`src/rtl/cfg_pkg.sv`:
```
`default_nettype none
// ============================================================================
// Module   : cfg_pkg
// Brief    : Shared PWM/output configuration register map and widths.
// Revision : 1.0 - initial release
// ============================================================================
package cfg_pkg;

  localparam int CFG_DATA_W   = 8;
  localparam int CFG_NUM_REGS = 5;

  typedef enum logic [2:0] {
    CFG_EN_OUT_LO = 3'd0,
    CFG_EN_OUT_HI = 3'd1,
    CFG_EN_PWM_LO = 3'd2,
    CFG_EN_PWM_HI = 3'd3,
    CFG_PWM_DUTY  = 3'd4
  } cfg_addr_e;

endpackage : cfg_pkg
`default_nettype wire

```
`src/rtl/cfg_write_arbiter_if.sv`:
```
`default_nettype none
// ============================================================================
// Module   : cfg_write_arbiter_if
// Brief    : Multi-requester write bus (valid/ready, address, data, error).
// Revision : 1.0 - initial release
// ============================================================================
interface cfg_write_arbiter_if #(
  parameter int NUM_REQ = 2,
  parameter int ADDR_W  = 7,
  parameter int DATA_W  = 8
);

  logic [NUM_REQ-1:0]        req_valid;
  logic [NUM_REQ*ADDR_W-1:0] req_addr;
  logic [NUM_REQ*DATA_W-1:0] req_data;
  logic [NUM_REQ-1:0]        req_ready;
  logic [NUM_REQ-1:0]        req_err;

  modport master (
    output req_valid, req_addr, req_data,
    input  req_ready, req_err
  );

  modport slave (
    input  req_valid, req_addr, req_data,
    output req_ready, req_err
  );

endinterface : cfg_write_arbiter_if
`default_nettype wire

```
`src/rtl/cfg_write_arbiter_rr.sv`:
```
`default_nettype none
// ============================================================================
// Module   : rr_arbiter
// Brief    : Combinational round-robin search starting at the supplied pointer.
// Revision : 1.0 - initial release
// ============================================================================
module rr_arbiter #(
  parameter int NUM_REQ = 2,
  parameter int IDX_W   = $clog2(NUM_REQ)
) (
  input  logic [NUM_REQ-1:0] req_i,
  input  logic [IDX_W-1:0]   ptr_i,
  output logic [NUM_REQ-1:0] gnt_o,
  output logic [IDX_W-1:0]   idx_o,
  output logic               any_o
);

  logic [IDX_W:0] w_cand;

  // One extra bit on the candidate lets the modulo wrap be a single subtract.
  always_comb begin
    gnt_o  = '0;
    idx_o  = '0;
    any_o  = 1'b0;
    w_cand = '0;
    for (int k = 0; k < NUM_REQ; k++) begin
      w_cand = {1'b0, ptr_i} + (IDX_W+1)'(k);
      if (w_cand >= (IDX_W+1)'(NUM_REQ)) begin
        w_cand = w_cand - (IDX_W+1)'(NUM_REQ);
      end
      if (!any_o && req_i[w_cand[IDX_W-1:0]]) begin
        any_o                       = 1'b1;
        idx_o                       = w_cand[IDX_W-1:0];
        gnt_o[w_cand[IDX_W-1:0]]    = 1'b1;
      end
    end
  end

endmodule : rr_arbiter
`default_nettype wire

```
`src/rtl/cfg_write_arbiter.sv`:
```
`default_nettype none
// ============================================================================
// Module   : cfg_write_arbiter
// Brief    : Five-register config bank with a round-robin shared write port.
// Revision : 1.0 - initial release
// ============================================================================
module cfg_write_arbiter
  import cfg_pkg::*;
#(
  parameter int NUM_REQ = 2,
  parameter int ADDR_W  = 7,
  parameter int DATA_W  = 8
) (
  input  logic                  clk,
  input  logic                  rst_n,
  cfg_write_arbiter_if.slave    req_if,
  output logic [DATA_W-1:0]     en_reg_out_7_0,
  output logic [DATA_W-1:0]     en_reg_out_15_8,
  output logic [DATA_W-1:0]     en_reg_pwm_7_0,
  output logic [DATA_W-1:0]     en_reg_pwm_15_8,
  output logic [DATA_W-1:0]     pwm_duty_cycle,
  output logic                  cfg_update,
  output logic [2:0]            cfg_update_addr
);

  localparam int IDX_W = $clog2(NUM_REQ);

  logic [IDX_W-1:0]   rr_ptr_q;
  logic [IDX_W-1:0]   rr_ptr_d;
  logic [NUM_REQ-1:0] w_gnt;
  logic [IDX_W-1:0]   w_idx;
  logic               w_any;
  logic [ADDR_W-1:0]  w_addr;
  logic [DATA_W-1:0]  w_data;
  logic               w_in_range;
  logic               w_wr_en;

  logic [DATA_W-1:0]  cfg_q [CFG_NUM_REGS];
  logic               cfg_update_q;
  logic [2:0]         cfg_update_addr_q;

  rr_arbiter #(
    .NUM_REQ (NUM_REQ),
    .IDX_W   (IDX_W)
  ) u_rr_arbiter (
    .req_i (req_if.req_valid),
    .ptr_i (rr_ptr_q),
    .gnt_o (w_gnt),
    .idx_o (w_idx),
    .any_o (w_any)
  );

  assign w_addr     = req_if.req_addr[w_idx*ADDR_W +: ADDR_W];
  assign w_data     = req_if.req_data[w_idx*DATA_W +: DATA_W];
  // Full-width compare so aliases such as 0x08 are rejected, not folded to 0.
  assign w_in_range = (w_addr < ADDR_W'(CFG_NUM_REGS));
  assign w_wr_en    = w_any & rst_n & w_in_range;

  assign req_if.req_ready = w_gnt & {NUM_REQ{rst_n}};
  assign req_if.req_err   = req_if.req_ready & {NUM_REQ{~w_in_range}};

  always_comb begin
    rr_ptr_d = rr_ptr_q;
    if (w_any) begin
      rr_ptr_d = (w_idx == IDX_W'(NUM_REQ - 1)) ? '0 : w_idx + 1'b1;
    end
  end

  always_ff @(posedge clk or negedge rst_n) begin
    if (!rst_n) begin
      rr_ptr_q          <= '0;
      cfg_update_q      <= 1'b0;
      cfg_update_addr_q <= 3'd0;
      for (int r = 0; r < CFG_NUM_REGS; r++) begin
        cfg_q[r] <= '0;
      end
    end else begin
      rr_ptr_q     <= rr_ptr_d;
      cfg_update_q <= w_wr_en;
      if (w_wr_en) begin
        cfg_update_addr_q <= w_addr[2:0];
      end
      for (int r = 0; r < CFG_NUM_REGS; r++) begin
        if (w_wr_en && (w_addr[2:0] == 3'(r))) begin
          cfg_q[r] <= w_data;
        end
      end
    end
  end

  assign en_reg_out_7_0  = cfg_q[int'(CFG_EN_OUT_LO)];
  assign en_reg_out_15_8 = cfg_q[int'(CFG_EN_OUT_HI)];
  assign en_reg_pwm_7_0  = cfg_q[int'(CFG_EN_PWM_LO)];
  assign en_reg_pwm_15_8 = cfg_q[int'(CFG_EN_PWM_HI)];
  assign pwm_duty_cycle  = cfg_q[int'(CFG_PWM_DUTY)];
  assign cfg_update      = cfg_update_q;
  assign cfg_update_addr = cfg_update_addr_q;

endmodule : cfg_write_arbiter
`default_nettype wire
```
`src/flat_wrapper.sv`:
```
// flat-port wrapper written by rule: the top's interface ports become plain ports
module cfg_write_arbiter_flat import cfg_pkg::*;
#(
  parameter int NUM_REQ = 2,
  parameter int ADDR_W  = 7,
  parameter int DATA_W  = 8
)
  (clk, rst_n, en_reg_out_7_0, en_reg_out_15_8, en_reg_pwm_7_0, en_reg_pwm_15_8, pwm_duty_cycle, cfg_update, cfg_update_addr, req_if_req_valid, req_if_req_addr, req_if_req_data, req_if_req_ready, req_if_req_err);
  cfg_write_arbiter_if #(.NUM_REQ(NUM_REQ), .ADDR_W(ADDR_W), .DATA_W(DATA_W)) req_if_i ();
  input  logic clk;
  input  logic rst_n;
  output logic [DATA_W-1:0] en_reg_out_7_0;
  output logic [DATA_W-1:0] en_reg_out_15_8;
  output logic [DATA_W-1:0] en_reg_pwm_7_0;
  output logic [DATA_W-1:0] en_reg_pwm_15_8;
  output logic [DATA_W-1:0] pwm_duty_cycle;
  output logic cfg_update;
  output logic [2:0] cfg_update_addr;
  input wire logic [$bits(req_if_i.req_valid)-1:0] req_if_req_valid;
  input wire logic [$bits(req_if_i.req_addr)-1:0] req_if_req_addr;
  input wire logic [$bits(req_if_i.req_data)-1:0] req_if_req_data;
  output wire logic [$bits(req_if_i.req_ready)-1:0] req_if_req_ready;
  output wire logic [$bits(req_if_i.req_err)-1:0] req_if_req_err;
  assign req_if_i.req_valid = req_if_req_valid;
  assign req_if_i.req_addr = req_if_req_addr;
  assign req_if_i.req_data = req_if_req_data;
  assign req_if_req_ready = req_if_i.req_ready;
  assign req_if_req_err = req_if_i.req_err;
  cfg_write_arbiter #(.NUM_REQ(NUM_REQ), .ADDR_W(ADDR_W), .DATA_W(DATA_W)) u_core (.clk(clk), .rst_n(rst_n), .req_if(req_if_i), .en_reg_out_7_0(en_reg_out_7_0), .en_reg_out_15_8(en_reg_out_15_8), .en_reg_pwm_7_0(en_reg_pwm_7_0), .en_reg_pwm_15_8(en_reg_pwm_15_8), .pwm_duty_cycle(pwm_duty_cycle), .cfg_update(cfg_update), .cfg_update_addr(cfg_update_addr));
endmodule
```
`config.mk`:
```
export PLATFORM = sky130hd
export DESIGN_NAME = cfg_write_arbiter_flat
export DESIGN_NICKNAME = d
export VERILOG_FILES = /design/src/rtl/cfg_pkg.sv /design/src/rtl/cfg_write_arbiter_if.sv /design/src/rtl/cfg_write_arbiter_rr.sv /design/src/rtl/cfg_write_arbiter.sv /design/src/flat_wrapper.sv
export SDC_FILE = /design/constraint.sdc
export NUM_CORES = 1
export LEC_CHECK = 0
export BUFFER_PORTS_ARGS = -buffer_cell sky130_fd_sc_hd__buf_2
export CAP_MARGIN = 25
export CORE_ASPECT_RATIO = 2
export CORE_UTILIZATION = 43
export CTS_CLUSTER_SIZE = 20
export DETAILED_ROUTE_END_ITERATION = 8
export PLACE_DENSITY = 0.75
export RECOVER_POWER = 25
export SYNTH_ARGS = -nofsm -noshare
export SYNTH_HDL_FRONTEND = slang
export SYNTH_SLANG_ARGS = --single-unit
```
`constraint.sdc`:
```
create_clock -name clk -period 1.7 [get_ports clk]
set_input_delay 0.255 -clock clk [delete_from_list [all_inputs] [get_ports clk]]
set_output_delay 0.255 -clock clk [all_outputs]
set_load 0.01 [all_outputs]
```
Yosys cells after proc, flatten, opt, wreduce, memory -nomap -nowiden:

Index checks and enable logic that the tools add are counted.

* output and inout port bits: 48
* word-level logic and storage cells: 59
* register bits: 45

* add/subtract/negate cells: 4
* order comparisons: 7
* equal/unequal tests: 4
* multipliers: 1
* bitwise logic cells: 6
* mux-type cells: 17
* shifts and indexed selects: 2
* reductions and logical operators: 10

Operator list (count)
* $shiftx A16 B5 Y8: 1
* $shiftx A14 B5 Y7: 1
* $mux W1: 13
* $logic_and A1 B1 Y1: 8
* $lt A7 B3 Y1 const B: 1
* $eq A3 B2 Y1 const B: 2
* $and A2 B2 Y2: 2
* $lt A1 B2 Y1 const B: 2
* $mul A1 B3 Y4 const B: 1
* $mux W2: 2
* $eq A3 B1 Y1 const B: 1
* $eq A3 B3 Y1 const B: 1
* $logic_not A3 Y1: 1
* $add A1 B1 Y2 const B: 1
* $and A1 B1 Y1: 2
* $demux W1 S1: 2
* $ge A1 B1 Y1 const B: 2
* $ge A1 B2 Y1 const B: 1
* $ge A2 B2 Y1 const B: 1
* $or A2 B2 Y2: 1
* $sub A1 B1 Y1 const B: 2
* $add A1 B1 Y1 const B: 1
* $logic_not A1 Y1: 1
* $not A1 Y1: 1

Logic depth before layout (Yosys ltp):

Gate-level depths: netlist (run 1).

* depth in word-level cells: 13
* mapped depth: 6
* mapped depth without buffers: 5

By module:

Synthesis (run 1) repeated with hierarchy kept, for this count alone.

* cells, all modules: 139
* area total of the unflattened synthesis: 2025.7 µm²

Modules (own cells, without submodules)
* cfg_write_arbiter: times used 1, area an instance 1993.2 µm², cells each 134
* rr_arbiter: times used 1, area an instance 32.5 µm², cells each 5

Worst setup path before layout (run 1):

No wires, ideal clock.

* path type: reg-to-reg
* from: register u_core.rr_ptr_q
* to: register u_core.cfg_q, in the netlist u_core.en_reg_pwm_15_8[0]
* clock period less this slack: 1853 ps
* buffers on the path: 1
* path slack: -153 ps
* stages on the path, launching flop included: 7
* arrival time: 1728 ps
* required time: 1575 ps
* path through: dfrtp_1 > nand2b_4 > nand2_2 > mux2i_4 > and4b_1 > buf_6 > mux2_4

* cells in the longest elaborated chain, start to end: 13
* elaborated cells between the ends (all ways): 25
* classes of those cells: add/sub: 3; mul: 1; order compare: 3; eq/ne: 1; shift: 2; mux: 10; bitwise: 2; reduce/logical: 3

RTL lines
* start: declaration: line cfg_write_arbiter.sv:28 `logic [IDX_W-1:0] rr_ptr_q;`
* start signal: assignment: line cfg_write_arbiter.sv:78 `rr_ptr_q <= rr_ptr_d;`
* $ge A1 B2 Y1 or $sub A1 B1 Y1 (tied branches): line cfg_write_arbiter_rr.sv:28, cfg_write_arbiter_rr.sv:29
* $mux W1: line cfg_write_arbiter_rr.sv:28 `if (w_cand >= (IDX_W+1)'(NUM_REQ)) begin`
* $mux W1 (not written as such) (2 in a row): line cfg_write_arbiter_rr.sv:31 `if (!any_o && req_i[w_cand[IDX_W-1:0]]) begin`
* $mux W1: line cfg_write_arbiter_rr.sv:31
* $logic_not A1 Y1: line cfg_write_arbiter_rr.sv:31
* $logic_and A1 B1 Y1: line cfg_write_arbiter_rr.sv:31
* $mux W1: line cfg_write_arbiter_rr.sv:31
* $mul A1 B3 Y4: line cfg_write_arbiter.sv:53 `assign w_addr = req_if.req_addr[w_idx*ADDR_W +: ADDR_W];`
* $shiftx A14 B5 Y7: line cfg_write_arbiter.sv:53
* $lt A7 B3 Y1: line cfg_write_arbiter.sv:56 `assign w_in_range = (w_addr < ADDR_W'(CFG_NUM_REGS));`
* $and A1 B1 Y1: line cfg_write_arbiter.sv:57 `assign w_wr_en = w_any & rst_n & w_in_range;`
* $logic_and A1 B1 Y1: line cfg_write_arbiter.sv:84 `if (w_wr_en && (w_addr[2:0] == 3'(r))) begin`
* end signal: indexed assignment: line cfg_write_arbiter.sv:85 `cfg_q[r] <= w_data;`
* end: declaration: line cfg_write_arbiter.sv:38 `logic [DATA_W-1:0] cfg_q [CFG_NUM_REGS];`

Parallel ways exist; a longest one is shown, timed or not. The select of a mux whose other input is x is not followed.
A chain may end at the register's enable or synchronous reset.

Worst setup path in the final report (run 1):

* from: register u_core.rr_ptr_q
* to: output port req_if_req_err[0]

* cells in the longest elaborated chain, start to end: 13
* elaborated cells between the ends (all ways): 35
* classes of those cells: add/sub: 3; mul: 1; order compare: 7; shift: 1; mux: 15; bitwise: 4; reduce/logical: 4

RTL lines
* $ge A1 B2 Y1 or $sub A1 B1 Y1 (tied branches): line cfg_write_arbiter_rr.sv:28, cfg_write_arbiter_rr.sv:29
* $mux W1: line cfg_write_arbiter_rr.sv:28
* $mux W1 (not written as such) (2 in a row): line cfg_write_arbiter_rr.sv:31
* $mux W1: line cfg_write_arbiter_rr.sv:31
* $logic_not A1 Y1: line cfg_write_arbiter_rr.sv:31
* $logic_and A1 B1 Y1: line cfg_write_arbiter_rr.sv:31
* $mux W1: line cfg_write_arbiter_rr.sv:31
* $mul A1 B3 Y4: line cfg_write_arbiter.sv:53
* $shiftx A14 B5 Y7: line cfg_write_arbiter.sv:53
* $lt A7 B3 Y1: line cfg_write_arbiter.sv:56
* $not A1 Y1: line cfg_write_arbiter.sv:60 `assign req_if.req_err = req_if.req_ready & {NUM_REQ{~w_in_range}};`
* $and A2 B2 Y2 (*): line cfg_write_arbiter.sv:60
* end: declaration: line flat_wrapper.sv:23 `output wire logic [$bits(req_if_i.req_err)-1:0] req_if_req_err;`

Mark *: on every way between the ends. The rest lies on a longest branch, timed or not. The select of a mux whose other input is x is not followed.

==> results of run 1 <==
[cells by family after synthesis]
group,Yosys count
buffers and inverters,5
AND/OR/NAND/NOR,43
multiplexers,44
AO/OA/AOI/OAI,13
flip-flops,45
[layout by cell type (no fill, tap or decap), types with 2 or more instances in the layout]
cell type,instances
nand2_1,25
buf_2,80
a21o_1,2
clkbuf_8,6
clkbuf_1,3
dfrtp_1,45
mux2_4,26
a21boi_2,2
mux2_2,16
mux2i_4,2
buf_6,13
nor2_1,2
nand2_2,2
buf_4,23
[power breakdown]
part           leakage [nW]  total (mW)  internal, mW  switching (mW)
Clock                0.0585       0.849         0.480           0.369
Sequential            0.614        1.23          1.17          0.0628
Combinational          1.09       0.627         0.328           0.299
Total                  1.76        2.71          1.98           0.731
[timing repair]
action | in CTS | in global routing
hold endpoints to repair | 11 | 0
setup buffers | 9 | 4
pin swaps | 2 | 3
hold buffers | 1 | 0
setup endpoints to repair | 44 | 44
gates resized for setup | 18 | 23
[cell type report]
cell class / instances / share of cell area [%]
clock buffer: 7 / 2.75
timing repair buffer: 121 / 24.3
sequential: 45 / 35.8
clock inverter: 1 / 0.956
inverter: 2 / 0.239
multi-input combinational: 100 / 33.8
tap: 55 / 2.19
[layer usage]
layer | part of all wire, % | vias to the layer above
li1 | - | 778
met1 | 36 | 866
met2 | 59 | 68
met3 | 3.0 | 10
met4 | 2.4 | 0
met5 | 0 | -
[per-stage QoR]
| stage | hold slack, ns | cells |
|---|---|---|
| 5_1_grt | 0.385 | 331 |
| 4_1_cts | 0.143 | 327 |
| 2_1_floorplan | -0.0406 | 150 |
| 3_5_place_dp | 0.237 | 309 |
| 3_3_place_gp | 0.235 | 309 |
| 6_report | 0.353 | 331 |
[state kept, by name (all words and copies together), names as in the netlist]
register                count
u_core.cfg_update           1
u_core.cfg_update_addr      3
u_core.en_reg_out_15_8      8
u_core.en_reg_out_7_0       8
u_core.en_reg_pwm_15_8      8
u_core.en_reg_pwm_7_0       8
u_core.pwm_duty_cycle       8
u_core.rr_ptr_q             1
[worst register-to-register path: stages (launching register included)]
cell and delay [ns]:
dfrtp_1 0.43, and2b_4 0.29, buf_4 0.12, o21ai_2 0.08, a21oi_4 0.27, and4b_2 0.32, buf_6 0.15, mux2_4 0.31
[worst max path at each step]
stage	to	cells past startpoint
4_1_cts	req_if_req_err[0]	7
6_report	req_if_req_err[0]	7
3_5_place_dp	u_core.en_reg_out_15_8[5]$_DFFE_PN0P_	7
3_3_place_gp	u_core.en_reg_out_15_8[5]$_DFFE_PN0P_	7
5_1_grt	req_if_req_err[0]	7
2_1_floorplan	u_core.en_reg_pwm_15_8[0]$_DFFE_PN0P_	6
==> metrics.md, run 1 <==
| Metric | Value |
|---|---|
| Status | finished, violations left |
| Violated checks | setup timing |
| Setup TNS | -13.32 ns |
| Clock Tree Root | clkbuf_8 |
| Hold Startpoint | req_if_req_data[13] |
| Fillcell total | 345 |
| XOR/XNOR Fraction of Synth Area | 0% |
| Synth-to-layout area growth | 52.0% |
| CTS tree | yes |
| Slew headroom | 46.3% |
| Antenna Cells | 0 |
| # clock sinks | 45 |
| Largest family of logic cells by synthesized area | multiplexers |
| # IOs | 82 |
| Worst EP required | 1.44 ns |
| Layout cells sized above 1 | 68.8% |
| Post-synth EDFFs | 0 |
| First-pass GRT wire length | 9050 um |
| Total CTS buffers | 5 |
| Routed via count | 1,722 |
| Crit. Startpoint | u_core.rr_ptr_q$_DFFE_PN0N_ |
| Hold path depth | 4 |
| Crit path largest cell delay | 0.43 ns |
| Die W | 51.0 um |
| WP data arrival | 1.86 ns |
| Global-route usage over all layers | 24.7% |
| Hold endpoint | u_core.en_reg_pwm_15_8[5]$_DFFE_PN0P_ |
| H-tree level count | 2 |
| Mapped Cells | 150 |
| Die area | 5110 um2 |
| Final worst setup slack | -0.416 ns |
| Crit-path slowest cell | dfrtp_1 |
| Num rows | 35 |
| Setup Skew | 0.00747 ns |
| Post-synth ARST share | 100% |
| Final hold vios | 0 |
| Initial antenna violation count | 0 |
| Max clock buf depth | 2 |
| Synth Cell Area | 2070 um2 |
| GR peak layer | met2 |
| Crit path launch type | flip-flop |
| Worst-path clk slew | 0.09 ns |
| Die Ht | 100 um |
| Remaining antenna violation count after routing | 0 |
| Placer Congestion | 0.821 |
| Crit path max fanout | 3 |
| Pre-CTS setup slack | -0.303 ns |
| Met2 Track Usage GR | 48.1% |
| FF/Latch Area | 1130 um2 |
| RSZ-0062 raised after global routing | yes |
| RR Endpoint | u_core.en_reg_pwm_15_8[3]$_DFFE_PN0P_ |
| DRT Wirelength | 6040 um |
| Clock Latency Late Sink | 0.30 ns |
| CP Capture Type | output pin |
| Fin nets | 309 |
| Router iterations before antenna repair | 4 |
| Yosys top cell area share | 54.5% |
| Global routing usage on met3 | 2.88% |
| GRT overflow | 0 |
| Peak Freq | 473 MHz |
| Critical path class | flip-flop to output pin |
| Met1 Usage GRT | 25.2% |
| Max-cap violations | 0 |
| Buf/Inv on CP | 2 |
| Cell taking the most area after synthesis | dfrtp_1 |
| Hold WC Path Type | primary input to flip-flop |
| R2r startpoint | u_core.rr_ptr_q$_DFFE_PN0N_ |
| PwrDens | 863 nW/um2 |
| Flop-to-flop setup slack | -0.37 ns |
| DR WL/cell | 18.3 um |
| Vias in the first global route | 1,806 |
| Yosys warns | 0 |
| Design area | 3140 um2 |
| Top delay family on crit path | simple AND/OR/NAND/NOR gates |
| Worst reg2reg path depth | 7 |
| Mux cell area share after synthesis | 27.5% |
| DRC viols | 0 |
| Mapped Nets | 184 |
| Compound-cell area share of the yosys netlist | 4.42% |
| CP cell instances | and2b_4 > nor2_4 > buf_6 > a21o_1 > or2_4 > a21boi_2 > buf_2 |
| Yosys cell types | 36 |
| Minimum clock period | 2.12 ns |
| Final slew viol count | 0 |
| VDD IR max | 770 uV |
| Area post-placement | 2730 um2 |
| Top-count cell post-synth | dfrtp_1 |
| Initial Util | 45.0% |
| DR iter-0 viols | 18 |
| Post-synthesis adder-cell area fraction | 0% |
| Register area share after synthesis | 54.5% |
| Leak Pwr | 1.76 nW |
| IO Port Bufs | 81 |
| Core area | 4600 um2 |
| Synth area leaders | dfrtp_1 (54%), mux2_2 (13%), mux2_4 (12%), nand2_1 (4.9%), mux2_1 (1.1%) |
| Vias/cell | 5.20 |
| Tot Pwr | 2.71 mW |
| Largest net degree at the start of global routing | 35 |
| Post-synthesis simple-gate area fraction | 11.9% |
| Post-synth top cells | dfrtp_1 (45), nand2_1 (27), mux2_2 (23) |
| Tcrit/Tclk final | 124% |
| Synthesized flop and latch total | 45 |
| Area of the multi-input gates | 1060 um2 |
| Final Util | 68.3% |
| Mean Syn Cell Area | 13.8 um2 |
| Hpwl dp | 4160 um |
| Number of setup violations in the final report | 45 |
| Tightest Pin Transition | 0.805 ns |
| Synth Flop Type | dfrtp_1 |
No activity file was read; power rests on OpenSTA's default activity.
==> inputs of run 2 (changes only) <==
--- a/config.mk
+++ b/config.mk
@@ -15,4 +15,5 @@
 export RECOVER_POWER = 25
 export SYNTH_ARGS = -nofsm -noshare
 export SYNTH_HDL_FRONTEND = slang
+export SYNTH_HIERARCHICAL = 1
 export SYNTH_SLANG_ARGS = --single-unit
==> run 2 against run 1 <==
Net effect:
- largest cell class unchanged
- largest power group unchanged
- combinational power shrank 2%
- fmax grew 6.1%
- highest routed layer unchanged
- the run still ends with setup timing left
- flip-flop and latch count is the same
==> metrics.md, run 2 <==
| Metric | Value |
|---|---|
| Synth Flop Type | dfrtp_1 |
| Total CTS buffers | 5 (unchanged) |
| Die Ht | 99.1 um (-0.98%) |
| Tcrit/Tclk final | 117% (-7.2 points) |
| CTS tree | yes |
| Num rows | 35 (unchanged) |
| Router iterations before antenna repair | 4 (unchanged) |
| Fin cells | 305 (-7.9%) |
| Vias in the first global route | 1,703 (-5.7%) |
| Register area share after synthesis | 55.6% (+1.1 points) |
| Final worst setup slack | -0.294 ns (+0.122 ns) |
| Critical path's most frequent cell | buf_6 |
| PwrDens | 824 nW/um2 (-4.5%) |
| Cell taking the most area after synthesis | dfrtp_1 |
| CP Capture Type | flip-flop |
| Reg power frac | 50.3% (+4.8 points) |
| Top-count cell post-synth | mux2_2 |
| Sw Ratio | 27.2% (+0.22 points) |
| Crit path largest cell delay | 0.36 ns (-0.07 ns) |
| DRT Wirelength | 5150 um (-15%) |
| Synthesized flop and latch total | 45 (unchanged) |
| Setup Skew | 0.00343 ns (-0.00404 ns) |
| Max-cap violations | 0 (unchanged) |
| Global-route usage over all layers | 22.3% (-2.5 points) |
| Clock Latency Late Sink | 0.29 ns (about the same) |
| Number of setup violations in the final report | 45 (unchanged) |
| IO Port Bufs | 81 (unchanged) |
| Placer Congestion | 0.776 (-5.5%) |
| First-pass GRT wire length | 8220 um (-9.1%) |
| Vias/cell | 5.17 (-0.68%) |
| FF/Latch Area | 1130 um2 (unchanged) |
| Core area | 4550 um2 (-0.95%) |
| Die W | 50.5 um (-0.96%) |
| Final slew viol count | 0 (unchanged) |
| Mean Syn Cell Area | 14.6 um2 (+5.8%) |
| Layout cells sized above 1 | 72.8% (+4.0 points) |
| Worst EP required | 1.88 ns (+0.44 ns) |
| Int Pwr | 1.80 mW (-8.9%) |
| Clock Tree Root | clkbuf_8 |
| Yosys top cell area share | 55.6% (+1.1 points) |
| Inst Count DP | 288 (-6.8%) |
| Yosys warns | 6 (+6) |
| DR iter-0 viols | 24 (+6) |
| # clock sinks | 45 (unchanged) |
| Pre-CTS setup slack | -0.356 ns (-0.0530 ns) |
| Synth-to-layout area growth | 48.3% |
| # IOs | 82 (unchanged) |
| Hold WC Path Type | primary input to flip-flop |
| Critical path class | flip-flop to flip-flop |
| Fin nets | 283 (-8.4%) |
| Commonest non-fill, non-tap cell in the layout | buf_2 |
| DRC viols | 0 (unchanged) |
| Part of the power in combinational logic | 24.8% (+1.7 points) |
| Crit path max fanout | 8 (+5) |
| Commonest non-fill, non-tap cells in the layout | buf_2 (80), dfrtp_1 (45), mux2_2 (25), mux2_4 (25), buf_4 (17) |
| Yosys cell types | 25 (-31%) |
| Minimum clock period | 1.99 ns (-0.122 ns) |
| Worst-path clk slew | 0.08 ns (about the same) |
| Routed via count | 1,576 (-8.5%) |
| Peak Freq | 502 MHz (+6.1%) |
| Max clock buf depth | 2 (unchanged) |
| Flop-to-flop setup slack | -0.29 ns (+0.08 ns) |
| Synth Cell Area | 2030 um2 (-2.0%) |
| Initial antenna violation count | 0 (unchanged) |
| Fillcell total | 359 (+4.1%) |
| Post-synth ARST share | 100% (unchanged) |
| Leak Pwr | 1.67 nW (-5.3%) |
| CP cell instances | inv_2 > a21boi_4 > buf_6 > buf_4 > buf_6 > mux2i_4 > nor2_2 > nand3_4 > mux2_2 |
| Largest net degree at the start of global routing | 42 (+20%) |
| VDD IR max | 679 uV (-12%) |
| Violated checks | setup timing |
| Post-synth EDFFs | 0 (unchanged) |
| Crit-path slowest cell | dfrtp_1 |
| Hpwl dp | 3600 um (-14%) |
| Mapped Cells | 139 (-7.3%) |
| Mapped Nets | 173 (-6.0%) |
| Antenna Cells | 0 (unchanged) |
| H-tree level count | 2 (unchanged) |
| Tightest Pin Transition | 0.977 ns (+0.172 ns) |
| Status | finished, violations left |
| RSZ-0062 raised after global routing | yes |
| Die area | 5010 um2 (-1.9%) |
| Clk pwr share | 24.9% (-6.4 points) |
| Synth area leaders | dfrtp_1 (56%), mux2_2 (28%), mux2i_1 (2.0%), nand3_2 (1.5%), nor4_2 (1.2%) |
| WP data arrival | 2.17 ns (+0.31 ns) |
| Final hold vios | 0 (unchanged) |
| DR WL/cell | 16.9 um (-7.6%) |
| GRT overflow | 0 (unchanged) |
| Crit path launch type | flip-flop |
| Remaining antenna violation count after routing | 0 (unchanged) |
| Area of the multi-input gates | 1080 um2 (+1.7%) |
| Initial Util | 44.5% (-0.47 points) |
| Slew headroom | 34.9% (-11 points) |
| Post-synth top cells | mux2_2 (50), dfrtp_1 (45), a21oi_1 (4), inv_1 (4), mux2i_1 (4) |
| Net load switching power | 0.674 mW (-7.9%) |
## run 2: cells by family after synthesis
kind of cell           synth area share (%)
buffers and inverters                  2.04
DFF                                    55.6
muxes                                  30.5
and+or+nand+nor                        7.66
AOI/OAI and AO/OA                      4.26
## run 2: stage by stage
stage          util [%]  total power [mW]  TNS, ns  instance area (um2)  hold slack (ns)
3_3_place_gp       57.8              1.77   -11.78                 2630            0.221
4_1_cts            65.4              2.50    -8.01                 2980            0.101
6_report           66.0              2.48   -11.09                 3000            0.342
5_1_grt            66.0              2.61   -13.74                 3000            0.355
3_5_place_dp       57.8              1.78   -12.66                 2630            0.221
2_1_floorplan         -              1.51    -6.10                 2040          -0.0406
## run 2: power groups by stage
stage               combinational [mW]  sequential (mW)  clock (mW)
finish                           0.614             1.25       0.616
global route                     0.659             1.26       0.692
CTS                              0.610             1.24       0.642
detailed placement               0.515             1.26           0
global placement                 0.506             1.26           0
floorplan                        0.203             1.31           0
## run 2: layer usage
metal	up-vias	GRT usage [%]	wire length [um]
met3	4	3.86	282
met1	790	25.3	1890
met4	0	8.33	52
met5	-	0	0
met2	68	40.2	2920
li1	714	-	-
## run 2: area by class of cell
class / count / share of cell area (%)
clock buffers: 7 / 2.54
clock inverters: 1 / 0.250
inverters: 4 / 0.500
multi-input cells: 87 / 35.9
flip-flops and latches: 45 / 37.5
well taps: 55 / 2.29
repair buffers: 106 / 21.0
## run 2: worst max-delay path, delay by kind of cell, from the launching register on
family / cells / cell delay [ns]
muxes: 2 / 0.64
buffers and inverters: 4 / 0.46
DFF: 1 / 0.36
and+or+nand+nor: 2 / 0.26
AOI/OAI and AO/OA: 1 / 0.16
## run 2: path summary, 6_finish.rpt
path / cells past startpoint / start / to
worst max register to register: 9 / u_core/rr_ptr_q$_DFFE_PN0P_ / u_core/en_reg_pwm_15_8[4]$_DFFE_PN0P_
worst min register to register: 1 / u_core/cfg_update_addr[2]$_DFFE_PN0P_ / u_core/cfg_update_addr[2]$_DFFE_PN0P_
min in group asynchronous: 2 / rst_n / u_core/cfg_update$_DFF_PN0_
worst max-delay path: 9 / u_core/rr_ptr_q$_DFFE_PN0P_ / u_core/en_reg_pwm_15_8[4]$_DFFE_PN0P_
worst min-delay path: 3 / req_if_req_valid[1] / u_core/rr_ptr_q$_DFFE_PN0P_
max in group asynchronous: 2 / rst_n / u_core/en_reg_pwm_7_0[7]$_DFFE_PN0P_
## run 2: what timing repair did
action / in CTS / in global routing
hold buffers: 1 / 0
setup buffers: 6 / 2
endpoints found under the hold margin: 4 / 0
gates resized for setup: 47 / 4
pin swaps: 9 / 0
setup endpoints to repair: 44 / 45
